`src/rtl/mem_sp_arb_pkg.sv`:
```
// Shared types and constants for the two-requester single-port memory arbiter.
package mem_sp_arb_pkg;

  localparam int NUM_REQ        = 2;
  localparam int MAX_RD_LATENCY = 4;

  typedef logic [0:0] req_id_t;

  typedef struct packed {
    logic    valid;
    req_id_t id;
  } rd_entry_t;

  function automatic logic [NUM_REQ-1:0] id_onehot(input req_id_t id);
    return NUM_REQ'(1) << id;
  endfunction

endpackage

```
`src/rtl/mem_sp_arb_rdpipe.sv`:
```
// Read-tracking shift pipe: carries {valid,id} of each issued read for RD_LATENCY cycles.
module mem_sp_arb_rdpipe
  import mem_sp_arb_pkg::*;
#(
  parameter int RD_LATENCY = 1
) (
  input  logic      clk,
  input  logic      reset,
  input  rd_entry_t in_entry,
  output rd_entry_t out_entry
);

  // Out-of-range latencies are clamped so the pipe always has 1..MAX_RD_LATENCY stages.
  localparam int DEPTH = (RD_LATENCY < 1) ? 1 :
                         (RD_LATENCY > MAX_RD_LATENCY) ? MAX_RD_LATENCY : RD_LATENCY;

  rd_entry_t stage_reg [DEPTH];

  always_ff @(posedge clk or negedge reset) begin
    if (!reset) begin
      for (int i = 0; i < DEPTH; i++) stage_reg[i] <= '0;
    end else begin
      stage_reg[0] <= in_entry;
      for (int i = 1; i < DEPTH; i++) stage_reg[i] <= stage_reg[i-1];
    end
  end

  assign out_entry = stage_reg[DEPTH-1];

endmodule

```
`src/rtl/mem_sp_arb.sv`:
```
// Round-robin arbiter/sequencer for two masters sharing one single-port memory.
// Optional per-requester grant counters are enabled by defining MEM_SP_ARB_STATS_EN.
module mem_sp_arb
  import mem_sp_arb_pkg::*;
#(
  parameter  int MEM_DATAWIDTH = 128,
  parameter  int MEM_ADDRWIDTH = 14,
  parameter  int RD_LATENCY    = 1,
  localparam int BW            = (MEM_DATAWIDTH + 7) / 8
) (
  input  logic                               clk,
  input  logic                               reset,
  input  logic [NUM_REQ-1:0]                 req_valid,
  output logic [NUM_REQ-1:0]                 req_ready,
  input  logic [NUM_REQ*BW-1:0]              req_we,
  input  logic [NUM_REQ*MEM_ADDRWIDTH-1:0]   req_addr,
  input  logic [NUM_REQ*MEM_DATAWIDTH-1:0]   req_wdata,
  output logic [NUM_REQ-1:0]                 rsp_valid,
  output logic [MEM_DATAWIDTH-1:0]           rsp_rdata,
  output logic                               mem_en,
  output logic [BW-1:0]                      mem_we,
  output logic [MEM_ADDRWIDTH-1:0]           mem_addr,
  output logic [MEM_DATAWIDTH-1:0]           mem_din,
  input  logic [MEM_DATAWIDTH-1:0]           mem_dout
`ifdef MEM_SP_ARB_STATS_EN
  ,
  input  logic                               stat_clr,
  output logic [31:0]                        stat_grant0,
  output logic [31:0]                        stat_grant1
`endif
);

  req_id_t   last_grant_reg;
  req_id_t   gnt_id;
  logic      gnt_valid;
  rd_entry_t rd_in;
  rd_entry_t rd_out;

  // No grants while reset is held, so req_ready stays low during reset.
  always_comb begin
    gnt_valid = 1'b0;
    gnt_id    = '0;
    if (reset) begin
      unique case (req_valid)
        2'b01:   begin gnt_valid = 1'b1; gnt_id = 1'b0;            end
        2'b10:   begin gnt_valid = 1'b1; gnt_id = 1'b1;            end
        2'b11:   begin gnt_valid = 1'b1; gnt_id = ~last_grant_reg; end
        default: ;
      endcase
    end
  end

  assign req_ready = gnt_valid ? id_onehot(gnt_id) : '0;

  assign mem_en   = gnt_valid;
  assign mem_we   = gnt_valid ? req_we[int'(gnt_id)*BW +: BW] : '0;
  assign mem_addr = req_addr[int'(gnt_id)*MEM_ADDRWIDTH +: MEM_ADDRWIDTH];
  assign mem_din  = req_wdata[int'(gnt_id)*MEM_DATAWIDTH +: MEM_DATAWIDTH];

  always_ff @(posedge clk or negedge reset) begin
    if (!reset)         last_grant_reg <= 1'b1;
    else if (gnt_valid) last_grant_reg <= gnt_id;
  end

  // Only reads are tracked; writes are fire-and-forget.
  assign rd_in.valid = gnt_valid && (mem_we == '0);
  assign rd_in.id    = gnt_id;

  mem_sp_arb_rdpipe #(
    .RD_LATENCY (RD_LATENCY)
  ) u_rdpipe (
    .clk       (clk),
    .reset     (reset),
    .in_entry  (rd_in),
    .out_entry (rd_out)
  );

  assign rsp_valid = rd_out.valid ? id_onehot(rd_out.id) : '0;
  assign rsp_rdata = mem_dout;

`ifdef MEM_SP_ARB_STATS_EN
  logic [31:0] stat_reg [NUM_REQ];

  for (genvar gi = 0; gi < NUM_REQ; gi++) begin : g_stat
    // Clear wins over a same-cycle increment; counters stick at all-ones.
    always_ff @(posedge clk or negedge reset) begin
      if (!reset)                                 stat_reg[gi] <= '0;
      else if (stat_clr)                          stat_reg[gi] <= '0;
      else if (req_ready[gi] && stat_reg[gi] != '1) stat_reg[gi] <= stat_reg[gi] + 32'd1;
    end
  end

  assign stat_grant0 = stat_reg[0];
  assign stat_grant1 = stat_reg[1];
`endif

endmodule

```
`config.mk`:
```
export PLATFORM = sky130hd
export DESIGN_NAME = mem_sp_arb
export DESIGN_NICKNAME = d
export VERILOG_FILES = /design/src/rtl/mem_sp_arb_pkg.sv /design/src/rtl/mem_sp_arb_rdpipe.sv /design/src/rtl/mem_sp_arb.sv
export SDC_FILE = /design/constraint.sdc
export NUM_CORES = 1
export LEC_CHECK = 0
export ABC_AREA = 1
export CAP_MARGIN = 20
export CORE_AREA = 2 2 286 288
export CTS_BUF_LIST = sky130_fd_sc_hd__clkbuf_2 sky130_fd_sc_hd__clkbuf_4 sky130_fd_sc_hd__clkbuf_8
export DETAILED_ROUTE_END_ITERATION = 8
export DIE_AREA = 0 0 288 290
export GPL_TIMING_DRIVEN = 0
export PLACE_DENSITY = 0.36
export SYNTH_ARGS = -nofsm -noshare
export SYNTH_HDL_FRONTEND = slang
export SYNTH_SLANG_ARGS = --single-unit
```
`constraint.sdc`:
```
create_clock -name clk -period 1.9 [get_ports clk]
set_clock_uncertainty 0.15 [all_clocks]
set_input_delay 0.19 -clock clk [delete_from_list [all_inputs] [get_ports clk]]
set_output_delay 0.19 -clock clk [all_outputs]
set_load 0.02 [all_outputs]
```
== After elaboration in Yosys (flattened, before gate mapping) ==
Cells that the tools add are included.

* Register bits after elaboration: 3
* Bits in latches: 0
* Memory bits (writable): 0
* Memory bits (read-only): 0
* Input bits: 448
* Output and inout bits: 291
* Logic and storage cells: 23
* Memories kept: 0

* Add/sub/neg operators: 0
* $mul: 1
* Div/mod/pow operators: 0
* Magnitude comparators: 0
* Equal/unequal tests: 3
* Shift operators: 5
* Multiplexer cells: 7
* Bitwise gates (word level): 1
* Reduce and logical (&&, ||, !) cells: 3

{| class="wikitable"
|+ Operators by type and width
! kind !! count
|-
| $shiftx A256 B9 Y128 || 1
|-
| $shiftx A32 B6 Y16 || 1
|-
| $shiftx A28 B6 Y14 || 1
|-
| $logic_not A16 Y1 || 1
|-
| $mux W16 || 1
|-
| $eq A2 B2 Y1 const B || 2
|-
| $mul A1 B3 Y4 const B || 1
|-
| $mux W2 || 2
|-
| $shl A1 B1 Y2 const A || 2
|-
| $mux W1 || 3
|-
| $reduce_or A3 Y1 || 1
|-
| $eq A2 B1 Y1 const B || 1
|-
| $pmux W1 S2 || 1
|-
| $logic_and A1 B1 Y1 || 1
|-
| $not A1 Y1 || 1
|}

== Depth between registers and ports, before layout ==
* Depth after elaboration: 7
* Gate-level depth with buffers: 11
* Depth with buffers taken out: 10

== Modules after synthesis ==
From an unflattened synthesis, not the netlist that was laid out.

* Cells, all modules: 689
* Area total of the unflattened synthesis: 3288.2 sq um

{| class="wikitable"
|+ Modules (own cells, without submodules)
! module !! times used !! cells each !! area an instance (sq um)
|-
| mem_sp_arb || 1 || 687 || 3238.1
|-
| mem_sp_arb_rdpipe || 1 || 2 || 50.0
|}

== Worst setup path after synthesis ==
No wires, ideal clock.

* Path type: register to register
* From: register last_grant_reg
* To: register u_rdpipe.stage_reg (netlist bit u_rdpipe.out_entry[1])
* Data arrival time: 1.429 ns
* Path slack: 0.206 ns
* Cell stages (with the launch flop): 8
* Clock period less this slack: 1.694 ns
* Path through: dfstp_2 > a21oi_4 > nor2_2 > nand2_1 > nand2_1 > nor2_1 > nand3_1 > nor2_1

{| class="wikitable"
|+ RTL lines
! what !! RTL line !! source
|-
| start, declared || mem_sp_arb.sv:33 || <nowiki>req_id_t last_grant_reg;</nowiki>
|-
| start signal, assigned || mem_sp_arb.sv:62 || <nowiki>else if (gnt_valid) last_grant_reg <= gnt_id;</nowiki>
|-
| end, declared || mem_sp_arb_rdpipe.sv:17 || <nowiki>rd_entry_t stage_reg [DEPTH];</nowiki>
|}

== Worst setup path after layout ==
* From: register last_grant_reg
* To: output mem_din[7]

* Longest elaborated chain between the ends: 4

{| class="wikitable"
|+ Ends and longest elaborated chain
! what !! RTL line !! source
|-
| $not A1 Y1 || mem_sp_arb.sv:47 || <nowiki>2'b11: begin gnt_valid = 1'b1; gnt_id = ~last_grant_reg; end</nowiki>
|-
| $pmux W1 S2 || mem_sp_arb.sv:44 || <nowiki>unique case (req_valid)</nowiki>
|-
| $mux W1 || mem_sp_arb.sv:43 || <nowiki>if (reset) begin</nowiki>
|-
| $shiftx A256 B9 Y128 || mem_sp_arb.sv:58 || <nowiki>assign mem_din = req_wdata[int'(gnt_id)*MEM_DATAWIDTH +: MEM_DATAWIDTH];</nowiki>
|-
| end, declared || mem_sp_arb.sv:23 || <nowiki>output logic [MEM_DATAWIDTH-1:0] mem_din,</nowiki>
|}

No other way between the ends.

==> results.cfg <==
[synthesis]
yosysUniqueCellTypes = 19
synth_seq_cells = 3
yosysWarnings = 0
synthTopCellsByCount = nand2_1, buf_4, buf_2
synthArstFlopShare_pct = 100
post-synth-top-area-cell = nand2_1
synth_most_common_cell = nand2_1
synthesis.nets = 1137
synth_edf_count = 0
synth_top_area_share_pct = 55.0
syn-cell-area_um2 = 3290
synth_area_leaders = nand2_1, buf_4, buf_2, buf_6, dfrtp_1
synth_seq_area_share_pct = 2.32
syn_area_per_cell_um2 = 4.77
synth_cells = 689
synth_ff_type = dfrtp_1

[global_route]
grt_pass1_wl_um = 54700
grtUsageMet1_pct = 9.69
grt_max_degree = 12
grt_util_met3_pct = 3.54
grt_pass1_vias = 7170
use_met2_pct = 17.8
antenna_found_initial = 19
track_usage_pct = 9.25
top_usage_layer = met2
grt_overflow = 0

[clocking]
cts.clk_slew.worst_paths_ps = 30
clock-sinks = 3
cts_buffer_depth = 2
numCtsBuffers = 3
root_buffer = clkbuf_8
cts_tree = yes
insertion_delay_ps = 220
htreeDepth = 1

[timing]
max_freq_ghz = 0.464
relSlewSlack_pct = 71.3
period_needed_ps = 2150
rsz0062_at_grt = yes
setup_ws_ps = -253
setup_viol = 162
worst_pin_slew_ps = 429
fin_crit_sh_pct = 113
tns_ps = -27430
finalHoldViolations = 0
drv_slew = 0

[finish]
largest_reg_flops = 2
final_cells = 2388
nets = 1775
final_layout_size_suffix_gt1_share_pct = 34.8
final_area_um2 = 11600
area_growth_pct = 254
filler_cell_count = 9313

[floorplanning]
start_util_pct = 4.10
die_area_um2 = 83500
io_pins = 739
rows = 104
core_area_um2 = 80200
die_x_um = 288
die_h_um = 290

[critical_path]
endpoint_kind = output pin
cp-start-kind = flop
slowest_stage = dfstp_2
cp.arrival_ps = 1810
path_cells = nand2_8, nand2_8, buf_12, buf_12, buf_8, nand2_1, nand2_2, buf_6
worstSetupPathType = flop to output pin
worst-path-buf-inv = 4
path_delay_family = flip-flops
required_ps = 1560
max_stage_delay_ps = 630
cp_max_fo = 10

[detailed_routing]
drc_errors = 0
drtIter0Drc = 73
vias_per_cell = 2.79
dr.pass1.iters = 4
vias = 6662
ant_nets = 0
wl_per_cell_um = 17.7
finalWirelength_um = 42300

[min_path]
hold_path.class = primary input to flop

[placement]
dp.cells = 2359
port_buffers = 610
hpwl_um = 37500
place_congestion = 0.823
placed_cell_area_um2 = 10700
post-place-ws_ps = -1570

[run]
maxCapViolCount = 0

[outcome]
status = finished with violations
violations = setup timing

[pwr]
p_total_mw = 3.65
p_leak_nw = 5.37
p_per_area_nw_per_um2 = 313
irDropWorstVdd_mv = 0.143
tightest hold or removal path: cells and delay by family:
family | cells | cell delay, ps
and+or+nand+nor | 2 | 130
buffers and inverters | 1 | 260
AOI/OAI and AO/OA | 1 | 130
routing by layer:
layer / wire (um) / up-vias
met5: 115 / -
met4: 251 / 22
met3: 4530 / 43
met2: 21900 / 429
met1: 15500 / 2976
li1: - / 3192
area by class of cell:
class | instances | area, um^2 | share of cell area, %
repair buffers | 633 | 6260 | 53.8
inverters | 15 | 61.3 | 0.527
flip-flops and latches | 3 | 76.3 | 0.656
clock buffers | 4 | 48.8 | 0.419
well taps | 1060 | 1330 | 11.4
diodes | 2 | 5.00 | 0.0430
plain buffers | 162 | 1480 | 12.7
multi-input cells | 509 | 2380 | 20.4
cell usage in the layout (no fill, tap or decap), types with 5 or more instances in the layout:
master and n:
clkdlybuf4s50_1 448, nand2_1 382, buf_4 171, buf_6 85
nand2_2 80, buf_2 33, nand2_4 20, buf_12 16
clkbuf_2 14, buf_8 12, inv_1 12, nor2_1 8
nand3_1 8, clkdlybuf4s15_2 5
report_power, final:
group	switching, mW	leakage (nW)	total [mW]	internal [mW]
registers	0.00914	0.0376	0.0803	0.0712
clock network	0.0419	0.0262	0.199	0.157
logic	1.59	5.31	3.37	1.78
logic make-up after synthesis:
logic type / count (synthesis) / synth area share [%]
simple gates: 504 / 58.5
buf+inv: 177 / 37.9
compound gates: 5 / 1.29
flops: 3 / 2.32
per-stage QoR:
stage | hold WS, ps | utilization (%)
global placement | 301 | 13.4
CTS | 365 | 14.1
detailed placement | 299 | 13.4
global route | 384 | 14.5
floorplan | -256 | -
finish | 350 | 14.5
path summary, 6_finish.rpt:
path,from,end,slack (ps),depth (start not counted)
min in group asynchronous,reset,u_rdpipe.out_entry[0]$_DFF_PN0_,380,2
worst max register to register,last_grant_reg$_DFFE_PN1P_,u_rdpipe.out_entry[1]$_DFF_PN0_,-100,10
worst min register to register,last_grant_reg$_DFFE_PN1P_,last_grant_reg$_DFFE_PN1P_,400,2
max in group asynchronous,reset,last_grant_reg$_DFFE_PN1P_,990,2
worst min-delay path,reset,last_grant_reg$_DFFE_PN1P_,350,4
worst max-delay path,last_grant_reg$_DFFE_PN1P_,mem_din[7],-250,8
repair_timing:
item                                   4_1_cts  5_1_grt
buffers inserted                             8        7
cloned                                       4        3
endpoints found under the hold margin        3        0
setup endpoints to repair                  164      162
hold buffers                                 1        0
resized for setup                          732      314
pin swaps                                   17       32
No activity file was read; power rests on OpenSTA's default activity.
==> RTL edit: new RTL, config.mk and constraints unchanged <==
Build with the macro `MEM_SP_ARB_STATS_EN` defined.
--- a/src/rtl/mem_sp_arb.sv
+++ b/src/rtl/mem_sp_arb.sv
@@ -1,5 +1,7 @@
 // Round-robin arbiter/sequencer for two masters sharing one single-port memory.
 // Optional per-requester grant counters are enabled by defining MEM_SP_ARB_STATS_EN.
+`define MEM_SP_ARB_STATS_EN
+
 module mem_sp_arb
   import mem_sp_arb_pkg::*;
 #(
Ports: changed (added stat_clr, stat_grant0 and stat_grant1); port bits go from 739 to 804. The function was not compared with the original's and may differ.
==> RTL edit against the unedited design <==
The run still ends with setup timing left; count of clock-buffer cells in the layout increased by 5; worst setup slack got worse by 0.27 ns; via count increased by 76%; register-to-register slack got worse by 0.22 ns; power increased by 93%; sequential power increased to 18 times the old value; area after synthesis increased by 130%; sequential cell count increased by 64; worst hold slack got worse by 0.016 ns; cell area increased by 55%; wire length increased by 90%; critical endpoint is now mem_din[94].
==> RTL edit: results (changes against the unedited design) <==
initial antenna violation count 40 (was 19); cell total after placement 3117 (was 2359); I/O Buffers 675 (was 610); Warnings, synthesis 0 (unchanged); register area share after synthesis 0.221 (was 0.0232); Final WS setup -0.524 ns (was -0.253 ns); Peak VDD IR 0.312 mV (was 0.143 mV); asr flop ratio synth 1.00 (unchanged); Setup Viol. Count Final 250 (was 162); Distinct cells, synth 28 (was 19); Static Leak 0.00803 uW (was 0.00537 uW); WL/cell 25.2 um (was 17.7 um); clk_lat worst skew 0.41 ns (was 0.22 ns); Main synth FF type dfrtp_1 (unchanged); H-Tree Depth 3 (was 1); setup_tns -83.95 ns (was -27.43 ns); largest net degree at the start of global routing 35 (was 12); vias in the first global route 12.0k (was 7170); number of fill cells 9156 (was 9313); Clk pin slew, worst setup/hold paths 0.10 ns (was 0.03 ns); Worst Hold Class input pin to flop (unchanged); Max clock buf depth 2 (unchanged); via/cell ratio 3.66 (was 2.79); Syn Nets 1832 (was 1137); Net Sw Frac 0.415 (was 0.449); top cell types by occurrence after synthesis nand2_1 (756), nor2_1 (137), buf_4 (132) (was nand2_1 (482), buf_4 (128), buf_2 (25)); slew of the pin with the lowest slew margin 0.664 ns (was 0.429 ns); commonest non-fill, non-tap cell in the layout nand2_1 (was clkdlybuf4s50_1); remaining antenna violation count 0 (unchanged); CTS buffer count 9 (was 3); root buf cell clkbuf_8 (unchanged); first-pass GRT wire length 105000 um (was 54700 um); cells after synthesis 1381 (was 689); 1st-pass router iterations 7 (was 4); DRT iter0 DRCs 652 (was 73); worst-path fanout max 12 (was 10); gr usage total 0.185 (was 0.0925); DP HPWL 69800 um (was 37500 um); status finished, violations left (unchanged); critical path arrival 2.08 ns (was 1.81 ns); nets 2563 (was 1775); fraction of layout cells with a size suffix above 1 0.286 (was 0.348); synth top area cells nand2_1 (37%), dfrtp_1 (22%), buf_4 (13%), nor2_1 (6.8%), nand3_1 (4.7%) (was nand2_1 (55%), buf_4 (29%), buf_2 (3.8%), buf_6 (3.1%), dfrtp_1 (1.5%)); failing checks setup timing (unchanged); Routed WL 80500 um (was 42300 um); RD Place Congestion 0.942 (was 0.823)
## RTL edit: cell type report
class | count | share of cell area
repair buffers | 720 | 0.407
multi-input cells | 1060 | 0.297
plain buffers | 180 | 0.0979
flip-flops and latches | 67 | 0.0934
well taps | 1060 | 0.0735
inverters | 73 | 0.0166
clock buffers | 9 | 0.00686
clock inverters | 7 | 0.00457
diodes | 14 | 0.00194
repair inverters | 1 | 0.000485
## RTL edit: final timing paths
path / startpoint / end / slack, ns / depth (start not counted)
setup / recovery: last_grant_reg$_DFFE_PN1P_ / mem_din[94] / -0.52 / 9
hold / removal: req_valid[1] / last_grant_reg$_DFFE_PN1P_ / 0.33 / 4
setup reg to reg: last_grant_reg$_DFFE_PN1P_ / stat_grant0[28]$_DFFE_PN0P_ / -0.32 / 14
hold reg to reg: last_grant_reg$_DFFE_PN1P_ / last_grant_reg$_DFFE_PN1P_ / 0.34 / 2
max in group asynchronous: reset / stat_grant1[31]$_DFFE_PN0P_ / 0.36 / 7
min in group asynchronous: reset / stat_grant0[3]$_DFFE_PN0P_ / 0.55 / 7
## RTL edit: kinds of logic (layout without fill, tap and decap cells)
kind of cell	Yosys count	after routing	share of synthesized area
simple gates	995	995	0.520
buf+inv	254	990	0.198
flops	67	67	0.221
compound gates	36	36	0.0265
xor+xnor	27	27	0.0312
fa+ha+maj	2	2	0.00330
other cells	0	14	0
## RTL edit: through the flow
step | setup slack [ns] | cell area, sq um
after floorplan | -0.0363 | 7620
after detailed placement | -2.13 | 15700
final | -0.524 | 18100
after CTS | -0.554 | 17200
after global placement | -5.37 | 15700
after global routing | -0.549 | 18000
## RTL edit: repair_timing
action,in CTS,in global routing
hold buffers,8,0
endpoints found under the setup margin,272,284
setup buffers,16,8
resized for setup,1131,222
gates cloned,6,11
pin swaps,31,28
endpoints found under the hold margin,66,0
## RTL edit: metal layers
layer / track usage / vias to the layer above / wire length, um / share of wire
met5: 0 / - / 57 / 0.00071
met4: 0.0799 / 10 / 4360 / 0.054
met3: 0.0410 / 117 / 4920 / 0.061
met2: 0.329 / 510 / 40000 / 0.50
met1: 0.211 / 5497 / 31200 / 0.39
li1: - / 5560 / - / -
## RTL edit: power by group through the flow
stage | sequential (uW) | clock (uW) | combinational (uW)
2_1_floorplan | 1490 | 0 | 1330
3_3_place_gp | 1480 | 0 | 3550
3_5_place_dp | 1480 | 0 | 3540
4_1_cts | 1460 | 1450 | 3940
5_1_grt | 1450 | 1480 | 4380
6_report | 1450 | 1390 | 4180
## RTL edit: critical path, cell delays in order (launching register included)
cell and delay (ns):
dfstp_2 0.57, nand2_4 0.09, nand3_4 0.12, buf_12 0.13
inv_12 0.04, buf_12 0.15, buf_12 0.16, nand2_2 0.07
nand2_4 0.11, buf_6 0.16
